<file path="src/rtl/alu_rs_scheduler_pkg.sv">
// Shared widths and ALU opcode encoding for the integer ALU
// reservation station, its interface and its testbench.
package alu_rs_scheduler_pkg;

   localparam int RS_DEPTH = 8;
   localparam int TAG_W    = 4;
   localparam int OP_W     = 6;
   localparam int XLEN     = 32;

   localparam logic [OP_W-1:0] OP_LUI   = 6'd0;
   localparam logic [OP_W-1:0] OP_AUIPC = 6'd1;
   localparam logic [OP_W-1:0] OP_JAL   = 6'd2;
   localparam logic [OP_W-1:0] OP_JALR  = 6'd3;
   localparam logic [OP_W-1:0] OP_BEQ   = 6'd4;
   localparam logic [OP_W-1:0] OP_BNE   = 6'd5;
   localparam logic [OP_W-1:0] OP_BLT   = 6'd6;
   localparam logic [OP_W-1:0] OP_BGE   = 6'd7;
   localparam logic [OP_W-1:0] OP_BLTU  = 6'd8;
   localparam logic [OP_W-1:0] OP_BGEU  = 6'd9;
   localparam logic [OP_W-1:0] OP_ADDI  = 6'd10;
   localparam logic [OP_W-1:0] OP_SLTI  = 6'd11;
   localparam logic [OP_W-1:0] OP_SLTIU = 6'd12;
   localparam logic [OP_W-1:0] OP_XORI  = 6'd13;
   localparam logic [OP_W-1:0] OP_ORI   = 6'd14;
   localparam logic [OP_W-1:0] OP_ANDI  = 6'd15;
   localparam logic [OP_W-1:0] OP_SLLI  = 6'd16;
   localparam logic [OP_W-1:0] OP_SRLI  = 6'd17;
   localparam logic [OP_W-1:0] OP_SRAI  = 6'd18;
   localparam logic [OP_W-1:0] OP_ADD   = 6'd19;
   localparam logic [OP_W-1:0] OP_SUB   = 6'd20;
   localparam logic [OP_W-1:0] OP_SLL   = 6'd21;
   localparam logic [OP_W-1:0] OP_SLT   = 6'd22;
   localparam logic [OP_W-1:0] OP_SLTU  = 6'd23;
   localparam logic [OP_W-1:0] OP_XOR   = 6'd24;
   localparam logic [OP_W-1:0] OP_SRL   = 6'd25;
   localparam logic [OP_W-1:0] OP_SRA   = 6'd26;
   localparam logic [OP_W-1:0] OP_OR    = 6'd27;
   localparam logic [OP_W-1:0] OP_AND   = 6'd28;

endpackage

</file>
<file path="src/rtl/alu_rs_scheduler_if.sv">
// Dispatch / CDB / issue bundle of the ALU reservation station.
// master: dispatch+CDB+ALU side; slave: the station itself.
interface alu_rs_scheduler_if #(
   parameter int TAG_W = alu_rs_scheduler_pkg::TAG_W,
   parameter int OP_W  = alu_rs_scheduler_pkg::OP_W,
   parameter int XLEN  = alu_rs_scheduler_pkg::XLEN
);
   logic             flush;
   logic             alloc_valid;
   logic             alloc_ready;
   logic [OP_W-1:0]  alloc_op;
   logic [TAG_W-1:0] alloc_rob_tag;
   logic             alloc_q1_busy;
   logic [TAG_W-1:0] alloc_q1_tag;
   logic [XLEN-1:0]  alloc_v1;
   logic             alloc_q2_busy;
   logic [TAG_W-1:0] alloc_q2_tag;
   logic [XLEN-1:0]  alloc_v2;
   logic [XLEN-1:0]  alloc_imm;
   logic [XLEN-1:0]  alloc_pc;
   logic             cdb_valid;
   logic [TAG_W-1:0] cdb_tag;
   logic [XLEN-1:0]  cdb_data;
   logic             issue_valid;
   logic [OP_W-1:0]  issue_op;
   logic [XLEN-1:0]  issue_v1;
   logic [XLEN-1:0]  issue_v2;
   logic [XLEN-1:0]  issue_imm;
   logic [XLEN-1:0]  issue_pc;
   logic [TAG_W-1:0] issue_rob_tag;

   modport master (
      output flush, alloc_valid, alloc_op, alloc_rob_tag,
      output alloc_q1_busy, alloc_q1_tag, alloc_v1,
      output alloc_q2_busy, alloc_q2_tag, alloc_v2,
      output alloc_imm, alloc_pc,
      output cdb_valid, cdb_tag, cdb_data,
      input  alloc_ready, issue_valid, issue_op,
      input  issue_v1, issue_v2, issue_imm, issue_pc,
      input  issue_rob_tag
   );

   modport slave (
      input  flush, alloc_valid, alloc_op, alloc_rob_tag,
      input  alloc_q1_busy, alloc_q1_tag, alloc_v1,
      input  alloc_q2_busy, alloc_q2_tag, alloc_v2,
      input  alloc_imm, alloc_pc,
      input  cdb_valid, cdb_tag, cdb_data,
      output alloc_ready, issue_valid, issue_op,
      output issue_v1, issue_v2, issue_imm, issue_pc,
      output issue_rob_tag
   );
endinterface

</file>
<file path="src/rtl/alu_rs_scheduler_rs_age_select.sv">
// Oldest-ready picker: ready vector + age matrix in, one-hot grant out.
// older[i][j]=1 means entry i was allocated before entry j.
module rs_age_select #(
   parameter int DEPTH = 8
) (
   input  logic [DEPTH-1:0]            ready,
   input  logic [DEPTH-1:0][DEPTH-1:0] older,
   output logic [DEPTH-1:0]            grant,
   output logic                        any_grant
);
   always_comb begin
      grant = '0;
      for (int i = 0; i < DEPTH; i++) begin
         grant[i] = ready[i];
         // lose to any ready entry that is older than us
         for (int j = 0; j < DEPTH; j++) begin
            if (j != i && ready[j] && older[j][i]) begin
               grant[i] = 1'b0;
            end
         end
      end
   end

   assign any_grant = |grant;
endmodule

</file>
<file path="src/rtl/alu_rs_scheduler.sv">
// Integer ALU reservation station: holds dispatched ops until both
// operands are captured, then issues the oldest ready op each cycle.
// Ports: clk, rst (async, active-high), bus (alu_rs_scheduler_if.slave).
module alu_rs_scheduler #(
   parameter int DEPTH = alu_rs_scheduler_pkg::RS_DEPTH,
   parameter int TAG_W = alu_rs_scheduler_pkg::TAG_W,
   parameter int OP_W  = alu_rs_scheduler_pkg::OP_W,
   parameter int XLEN  = alu_rs_scheduler_pkg::XLEN
) (
   input logic clk,
   input logic rst,
   alu_rs_scheduler_if.slave bus
);
   localparam int IW = $clog2(DEPTH);

   logic [DEPTH-1:0]            busy;
   logic [DEPTH-1:0]            q1_busy;
   logic [DEPTH-1:0]            q2_busy;
   logic [OP_W-1:0]             op_q   [DEPTH];
   logic [TAG_W-1:0]            tag_q  [DEPTH];
   logic [TAG_W-1:0]            q1_tag [DEPTH];
   logic [TAG_W-1:0]            q2_tag [DEPTH];
   logic [XLEN-1:0]             v1_q   [DEPTH];
   logic [XLEN-1:0]             v2_q   [DEPTH];
   logic [XLEN-1:0]             imm_q  [DEPTH];
   logic [XLEN-1:0]             pc_q   [DEPTH];
   logic [DEPTH-1:0][DEPTH-1:0] older;

   logic [DEPTH-1:0] ready;
   logic [DEPTH-1:0] grant;
   logic             any_grant;
   logic [IW-1:0]    free_idx;
   logic [IW-1:0]    gnt_idx;
   logic             alloc_fire;
   logic             hit1;
   logic             hit2;
   logic [XLEN-1:0]  a_v1;
   logic [XLEN-1:0]  a_v2;

   assign ready           = busy & ~q1_busy & ~q2_busy;
   assign bus.alloc_ready = ~&busy;
   assign alloc_fire      = bus.alloc_valid & bus.alloc_ready;

   // same-cycle CDB bypass into the entry being allocated
   assign hit1 = bus.cdb_valid & bus.alloc_q1_busy
               & (bus.alloc_q1_tag == bus.cdb_tag);
   assign hit2 = bus.cdb_valid & bus.alloc_q2_busy
               & (bus.alloc_q2_tag == bus.cdb_tag);
   assign a_v1 = hit1 ? bus.cdb_data : bus.alloc_v1;
   assign a_v2 = hit2 ? bus.cdb_data : bus.alloc_v2;

   rs_age_select #(.DEPTH(DEPTH)) u_sel (
      .ready     (ready),
      .older     (older),
      .grant     (grant),
      .any_grant (any_grant)
   );

   always_comb begin
      free_idx = '0;
      for (int i = DEPTH - 1; i >= 0; i--) begin
         if (!busy[i]) free_idx = IW'(i);
      end
   end

   always_comb begin
      gnt_idx = '0;
      for (int i = 0; i < DEPTH; i++) begin
         if (grant[i]) gnt_idx = IW'(i);
      end
   end

   always_ff @(posedge clk or posedge rst) begin
      if (rst) begin
         busy              <= '0;
         q1_busy           <= '0;
         q2_busy           <= '0;
         older             <= '0;
         for (int i = 0; i < DEPTH; i++) begin
            op_q[i]   <= '0;
            tag_q[i]  <= '0;
            q1_tag[i] <= '0;
            q2_tag[i] <= '0;
            v1_q[i]   <= '0;
            v2_q[i]   <= '0;
            imm_q[i]  <= '0;
            pc_q[i]   <= '0;
         end
         bus.issue_valid   <= 1'b0;
         bus.issue_op      <= '0;
         bus.issue_v1      <= '0;
         bus.issue_v2      <= '0;
         bus.issue_imm     <= '0;
         bus.issue_pc      <= '0;
         bus.issue_rob_tag <= '0;
      end else if (bus.flush) begin
         busy            <= '0;
         bus.issue_valid <= 1'b0;
      end else begin
         bus.issue_valid <= any_grant;
         if (any_grant) begin
            bus.issue_op      <= op_q[gnt_idx];
            bus.issue_v1      <= v1_q[gnt_idx];
            bus.issue_v2      <= v2_q[gnt_idx];
            bus.issue_imm     <= imm_q[gnt_idx];
            bus.issue_pc      <= pc_q[gnt_idx];
            bus.issue_rob_tag <= tag_q[gnt_idx];
            busy[gnt_idx]     <= 1'b0;
         end
         if (bus.cdb_valid) begin
            for (int i = 0; i < DEPTH; i++) begin
               if (busy[i] && q1_busy[i] && q1_tag[i] == bus.cdb_tag) begin
                  v1_q[i]    <= bus.cdb_data;
                  q1_busy[i] <= 1'b0;
               end
               if (busy[i] && q2_busy[i] && q2_tag[i] == bus.cdb_tag) begin
                  v2_q[i]    <= bus.cdb_data;
                  q2_busy[i] <= 1'b0;
               end
            end
         end
         // the free entry is never busy, so it cannot collide with
         // the granted entry or with a CDB capture above
         if (alloc_fire) begin
            busy[free_idx]    <= 1'b1;
            op_q[free_idx]    <= bus.alloc_op;
            tag_q[free_idx]   <= bus.alloc_rob_tag;
            q1_busy[free_idx] <= bus.alloc_q1_busy & ~hit1;
            q1_tag[free_idx]  <= bus.alloc_q1_tag;
            v1_q[free_idx]    <= a_v1;
            q2_busy[free_idx] <= bus.alloc_q2_busy & ~hit2;
            q2_tag[free_idx]  <= bus.alloc_q2_tag;
            v2_q[free_idx]    <= a_v2;
            imm_q[free_idx]   <= bus.alloc_imm;
            pc_q[free_idx]    <= bus.alloc_pc;
            // new entry is younger than every busy one
            for (int j = 0; j < DEPTH; j++) begin
               older[free_idx][j] <= 1'b0;
               older[j][free_idx] <= busy[j];
            end
         end
      end
   end
endmodule

</file>
<file path="src/flat_wrapper.sv">
// flat-port wrapper written by rule: the top's interface ports become plain ports
module alu_rs_scheduler_flat 
#(
   parameter int DEPTH = alu_rs_scheduler_pkg::RS_DEPTH,
   parameter int TAG_W = alu_rs_scheduler_pkg::TAG_W,
   parameter int OP_W  = alu_rs_scheduler_pkg::OP_W,
   parameter int XLEN  = alu_rs_scheduler_pkg::XLEN
)
  (clk, rst, bus_flush, bus_alloc_valid, bus_alloc_op, bus_alloc_rob_tag, bus_alloc_q1_busy, bus_alloc_q1_tag, bus_alloc_v1, bus_alloc_q2_busy, bus_alloc_q2_tag, bus_alloc_v2, bus_alloc_imm, bus_alloc_pc, bus_cdb_valid, bus_cdb_tag, bus_cdb_data, bus_alloc_ready, bus_issue_valid, bus_issue_op, bus_issue_v1, bus_issue_v2, bus_issue_imm, bus_issue_pc, bus_issue_rob_tag);
  alu_rs_scheduler_if #(.TAG_W(TAG_W), .OP_W(OP_W), .XLEN(XLEN)) bus_i ();
  input logic clk;
  input logic rst;
  input wire logic [$bits(bus_i.flush)-1:0] bus_flush;
  input wire logic [$bits(bus_i.alloc_valid)-1:0] bus_alloc_valid;
  input wire logic [$bits(bus_i.alloc_op)-1:0] bus_alloc_op;
  input wire logic [$bits(bus_i.alloc_rob_tag)-1:0] bus_alloc_rob_tag;
  input wire logic [$bits(bus_i.alloc_q1_busy)-1:0] bus_alloc_q1_busy;
  input wire logic [$bits(bus_i.alloc_q1_tag)-1:0] bus_alloc_q1_tag;
  input wire logic [$bits(bus_i.alloc_v1)-1:0] bus_alloc_v1;
  input wire logic [$bits(bus_i.alloc_q2_busy)-1:0] bus_alloc_q2_busy;
  input wire logic [$bits(bus_i.alloc_q2_tag)-1:0] bus_alloc_q2_tag;
  input wire logic [$bits(bus_i.alloc_v2)-1:0] bus_alloc_v2;
  input wire logic [$bits(bus_i.alloc_imm)-1:0] bus_alloc_imm;
  input wire logic [$bits(bus_i.alloc_pc)-1:0] bus_alloc_pc;
  input wire logic [$bits(bus_i.cdb_valid)-1:0] bus_cdb_valid;
  input wire logic [$bits(bus_i.cdb_tag)-1:0] bus_cdb_tag;
  input wire logic [$bits(bus_i.cdb_data)-1:0] bus_cdb_data;
  output wire logic [$bits(bus_i.alloc_ready)-1:0] bus_alloc_ready;
  output wire logic [$bits(bus_i.issue_valid)-1:0] bus_issue_valid;
  output wire logic [$bits(bus_i.issue_op)-1:0] bus_issue_op;
  output wire logic [$bits(bus_i.issue_v1)-1:0] bus_issue_v1;
  output wire logic [$bits(bus_i.issue_v2)-1:0] bus_issue_v2;
  output wire logic [$bits(bus_i.issue_imm)-1:0] bus_issue_imm;
  output wire logic [$bits(bus_i.issue_pc)-1:0] bus_issue_pc;
  output wire logic [$bits(bus_i.issue_rob_tag)-1:0] bus_issue_rob_tag;
  assign bus_i.flush = bus_flush;
  assign bus_i.alloc_valid = bus_alloc_valid;
  assign bus_i.alloc_op = bus_alloc_op;
  assign bus_i.alloc_rob_tag = bus_alloc_rob_tag;
  assign bus_i.alloc_q1_busy = bus_alloc_q1_busy;
  assign bus_i.alloc_q1_tag = bus_alloc_q1_tag;
  assign bus_i.alloc_v1 = bus_alloc_v1;
  assign bus_i.alloc_q2_busy = bus_alloc_q2_busy;
  assign bus_i.alloc_q2_tag = bus_alloc_q2_tag;
  assign bus_i.alloc_v2 = bus_alloc_v2;
  assign bus_i.alloc_imm = bus_alloc_imm;
  assign bus_i.alloc_pc = bus_alloc_pc;
  assign bus_i.cdb_valid = bus_cdb_valid;
  assign bus_i.cdb_tag = bus_cdb_tag;
  assign bus_i.cdb_data = bus_cdb_data;
  assign bus_alloc_ready = bus_i.alloc_ready;
  assign bus_issue_valid = bus_i.issue_valid;
  assign bus_issue_op = bus_i.issue_op;
  assign bus_issue_v1 = bus_i.issue_v1;
  assign bus_issue_v2 = bus_i.issue_v2;
  assign bus_issue_imm = bus_i.issue_imm;
  assign bus_issue_pc = bus_i.issue_pc;
  assign bus_issue_rob_tag = bus_i.issue_rob_tag;
  alu_rs_scheduler #(.DEPTH(DEPTH), .TAG_W(TAG_W), .OP_W(OP_W), .XLEN(XLEN)) u_core (.clk(clk), .rst(rst), .bus(bus_i));
endmodule
</file>
<file path="config.mk">
export PLATFORM = sky130hd
export DESIGN_NAME = alu_rs_scheduler_flat
export DESIGN_NICKNAME = d
export VERILOG_FILES = /design/src/rtl/alu_rs_scheduler_pkg.sv /design/src/rtl/alu_rs_scheduler_if.sv /design/src/rtl/alu_rs_scheduler_rs_age_select.sv /design/src/rtl/alu_rs_scheduler.sv /design/src/flat_wrapper.sv
export SDC_FILE = /design/constraint.sdc
export NUM_CORES = 2
export LEC_CHECK = 0
export ABC_AREA = 1
export CAP_MARGIN = 20
export CORE_UTILIZATION = 55
export DETAILED_ROUTE_END_ITERATION = 10
export PLACE_DENSITY = 0.74
export SETUP_SLACK_MARGIN = 0.3
export SLEW_MARGIN = 20
export SYNTH_ARGS = -nofsm -noshare
export SYNTH_HDL_FRONTEND = slang
export SYNTH_SLANG_ARGS = --single-unit
</file>
<file path="constraint.sdc">
create_clock -name clk -period 78.3 [get_ports clk]
set_clock_uncertainty 0.1 [all_clocks]
set_input_delay 7.83 -clock clk [delete_from_list [all_inputs] [get_ports clk]]
set_output_delay 7.83 -clock clk [all_outputs]
set_load 0.005 [all_outputs]
</file>
==> results.py <==
metrics = {
    "layout": {
        "finish.net_count": 10300,
        "multiInputGateArea_um2": 33300,
        "nFillCells": 12000,
        "drive_gt1_frac": 0.0386,
        "seqCellArea_um2": 34700,
        "area_delta_synth_final_pct": 11.1,
        "layout_common_cells": "nand2_1 (2763), o21ai_0 (1421), dfrtp_1 (1387)",
        "final_common_cell": "nand2_1",
    },
    "routing": {
        "via_per_inst": 6.26,
        "wl_per_cell_um": 22.2,
        "vias": 74900,
        "drc_errors": 3,
        "wl_um": 265000,
        "antenna_left": 0,
        "drtIter0Drc": 10900,
        "drtPass1Iterations": 11,
    },
    "place": {
        "dp_slack_ns": 66.20,
        "place_hpwl_um": 142000,
        "io_buffers": 328,
        "place_congestion": 0.908,
    },
    "yosys": {
        "yosysSeqAreaShare": 0.464,
        "ys_types": 39,
        "synth-seq-cells": 1387,
        "synthTopCellsByArea": "dfrtp_1 (46%), nand2_1 (14%), o21ai_0 (9.5%)",
        "synth_edf_count": 0,
        "yosysTopAreaCellShare": 0.464,
        "syn_inst": 10300,
        "synth-main-ff-cell": "dfrtp_1",
        "synth_fp_nets": 10500,
        "synth_warnings": 0,
        "netlist_area_um2": 74900,
        "syn_avg_cell_area_um2": 7.26,
        "synth_area_leader_cell": "dfrtp_1",
        "async_flop_share": 1.00,
    },
    "grt": {
        "grt_pass1_wl_um": 409000,
        "grt_max_degree": 269,
        "grt_usage": 0.381,
        "grt_antenna_before_repair": 29,
        "grt_pass1_vias": 70500,
        "overflow": 0,
    },
    "timing": {
        "min_period_ns": 11.25,
        "fin_crit_sh": 0.144,
        "final.setup.worst_slack_ns": 67.05,
        "tightest_slew_ns": 1.34,
        "maxSlewViolCount": 0,
        "fmax_mhz": 88.9,
        "hold_viol": 0,
        "rsz0062_at_grt": "false",
        "max_slew_margin": 0.109,
        "fin_tns_setup_ns": 0,
        "finalSetupViolCount": 0,
    },
    "clock_tree": {
        "path_clk_slew_ns": 0.07,
        "post_cts_resized": 0,
        "clock_latency_ns": 0.80,
        "htreeDepth": 4,
        "cts_tree": "done",
        "cts_buffers": 152,
        "clockBufferDepth": 3,
        "hold_buffers": 0,
        "ctsRootBufferMaster": "clkbuf_16",
        "clock_sinks": 1387,
        "post_cts_buffers": 0,
    },
    "worst_setup_path": {
        "path_class": "primary input to register",
        "worstPathRequired_ns": 78.85,
        "start_kind": "primary input",
        "arrival_ns": 11.80,
        "endpoint_kind": "register",
        "critPathMaxFanout": 62,
    },
    "power": {
        "ir_drop_mv": 0.0242,
        "p_per_area_nw_per_um2": 25.5,
        "power_leakage_nw": 39.3,
    },
    "outcome": {
        "violations": "DRC",
        "status": "complete, but fails checks",
    },
    "floorplanning": {
        "rows": 135,
        "fp.dieH_um": 371,
        "die_area_um2": 138000,
        "io_pins": 329,
        "core_region_area_um2": 135000,
        "die_w_um": 371,
        "start_util": 0.553,
    },
    "worst_hold_path": {
        "hp-class": "register to register",
    },
    "run": {
        "max_cap_viol_count": 0,
    },
}
-- final timing paths --
path,start,end,slack (ns),depth (start not counted)
worst max-delay path,bus_cdb_tag[0],u_core.v2_q[24]$_DFFE_PP0N_,67.05,11
worst min-delay path,u_core.older[3]$_DFFE_PP0P_,u_core.older[3]$_DFFE_PP0P_,0.37,2
worst max register to register,u_core.q1_busy[0]$_DFFE_PP0N_,u_core.bus.issue_v1[31]$_DFFE_PP0P_,72.20,17
worst min register to register,u_core.older[3]$_DFFE_PP0P_,u_core.older[3]$_DFFE_PP0P_,0.37,2
max in group asynchronous,rst,u_core.bus.issue_imm[23]$_DFFE_PP0P_,67.30,5
min in group asynchronous,rst,u_core.tag_q[2]$_DFFE_PP0P_,7.49,2
-- cells by family after synthesis --
kind of cell	after synthesis	synth area share
AO/OA/AOI/OAI	2369	0.176
XOR/XNOR	19	0.00222
buffers and inverters	1842	0.0948
flip-flops	1387	0.464
multiplexers	2	0.000267
AND/OR/NAND/NOR	4699	0.263
-- metal layers --
layer,part of all wire,track usage,up-vias
li1,-,-,33500
met1,0.37,0.491,35600
met2,0.44,0.585,4767
met3,0.12,0.0900,1036
met4,0.063,0.224,42
met5,0.00098,0,-
-- report_power, final --
part / switching [mW] / internal, mW / total [mW]
logic: 0.252 / 0.196 / 0.448
registers: 0.0951 / 0.857 / 0.953
clock network: 0.308 / 0.412 / 0.720
total: 0.655 / 1.47 / 2.12
-- registers in the layout (all words and copies together) (netlist names), 6 cells and up --
| register | cells |
|---|---|
| u_core.bus.issue_imm | 32 |
| u_core.bus.issue_op | 6 |
| u_core.bus.issue_pc | 32 |
| u_core.bus.issue_v1 | 32 |
| u_core.bus.issue_v2 | 32 |
| u_core.busy | 8 |
| u_core.imm_q | 256 |
| u_core.older | 56 |
| u_core.op_q | 48 |
| u_core.pc_q | 256 |
| u_core.q1_busy | 8 |
| u_core.q1_tag | 32 |
| u_core.q2_busy | 8 |
| u_core.q2_tag | 32 |
| u_core.tag_q | 32 |
| u_core.v1_q | 256 |
| u_core.v2_q | 256 |
-- area by class of cell --
class	count	share of cell area
Antenna cell	13	0.000391
Clock buffer	224	0.0518
Clock inverter	39	0.00686
Inverter	981	0.0446
Multi-Input combinational cell	7089	0.400
Sequential cell	1387	0.417
Tap cell	1781	0.0268
Timing Repair Buffer	452	0.0527
-- cell usage after synthesis (2+ instances only) --
master / number
buf_2: 146
dfrtp_1: 1387
nor2_2: 2
clkbuf_1: 643
a211oi_1: 13
inv_1: 951
o21ai_1: 72
nor2_1: 491
nor4_1: 9
nand3_1: 1250
buf_1: 70
a21oi_1: 352
o21ai_0: 1421
o22ai_1: 45
o211ai_1: 392
nand4_1: 150
nor2_4: 2
a221oi_1: 11
mux2i_1: 2
xnor2_1: 12
a22oi_1: 18
nand2_1: 2773
clkinv_1: 20
inv_2: 10
nand3b_1: 10
nor3_1: 8
xor2_1: 7
o221ai_1: 38
o21a_1: 3
-- worst max-delay path: stages --
cell and delay (ns):
clkdlybuf4s50_1 1.00, clkinv_1 0.80, a211oi_1 0.40, nand2_1 0.16
inv_2 0.07, buf_4 0.65, nand2_1 0.11, o21ai_1 0.40
nand2_1 0.12, nand3_1 0.12, o21ai_0 0.10
-- per-stage QoR --
step                std cells  area (um2)  hold WS (ns)   util  total power, mW
detailed placement      11700       78200         0.359  0.578             1.40
floorplan               10300       74900         0.342      -             1.21
finish                  12000       83200         0.374  0.615             2.12
CTS                     12000       83100         0.373  0.614             2.12
global route            12000       83200         0.390  0.615             2.22
global placement        11700       78200         0.356  0.578             1.38
No activity file was read; power rests on OpenSTA's default activity.
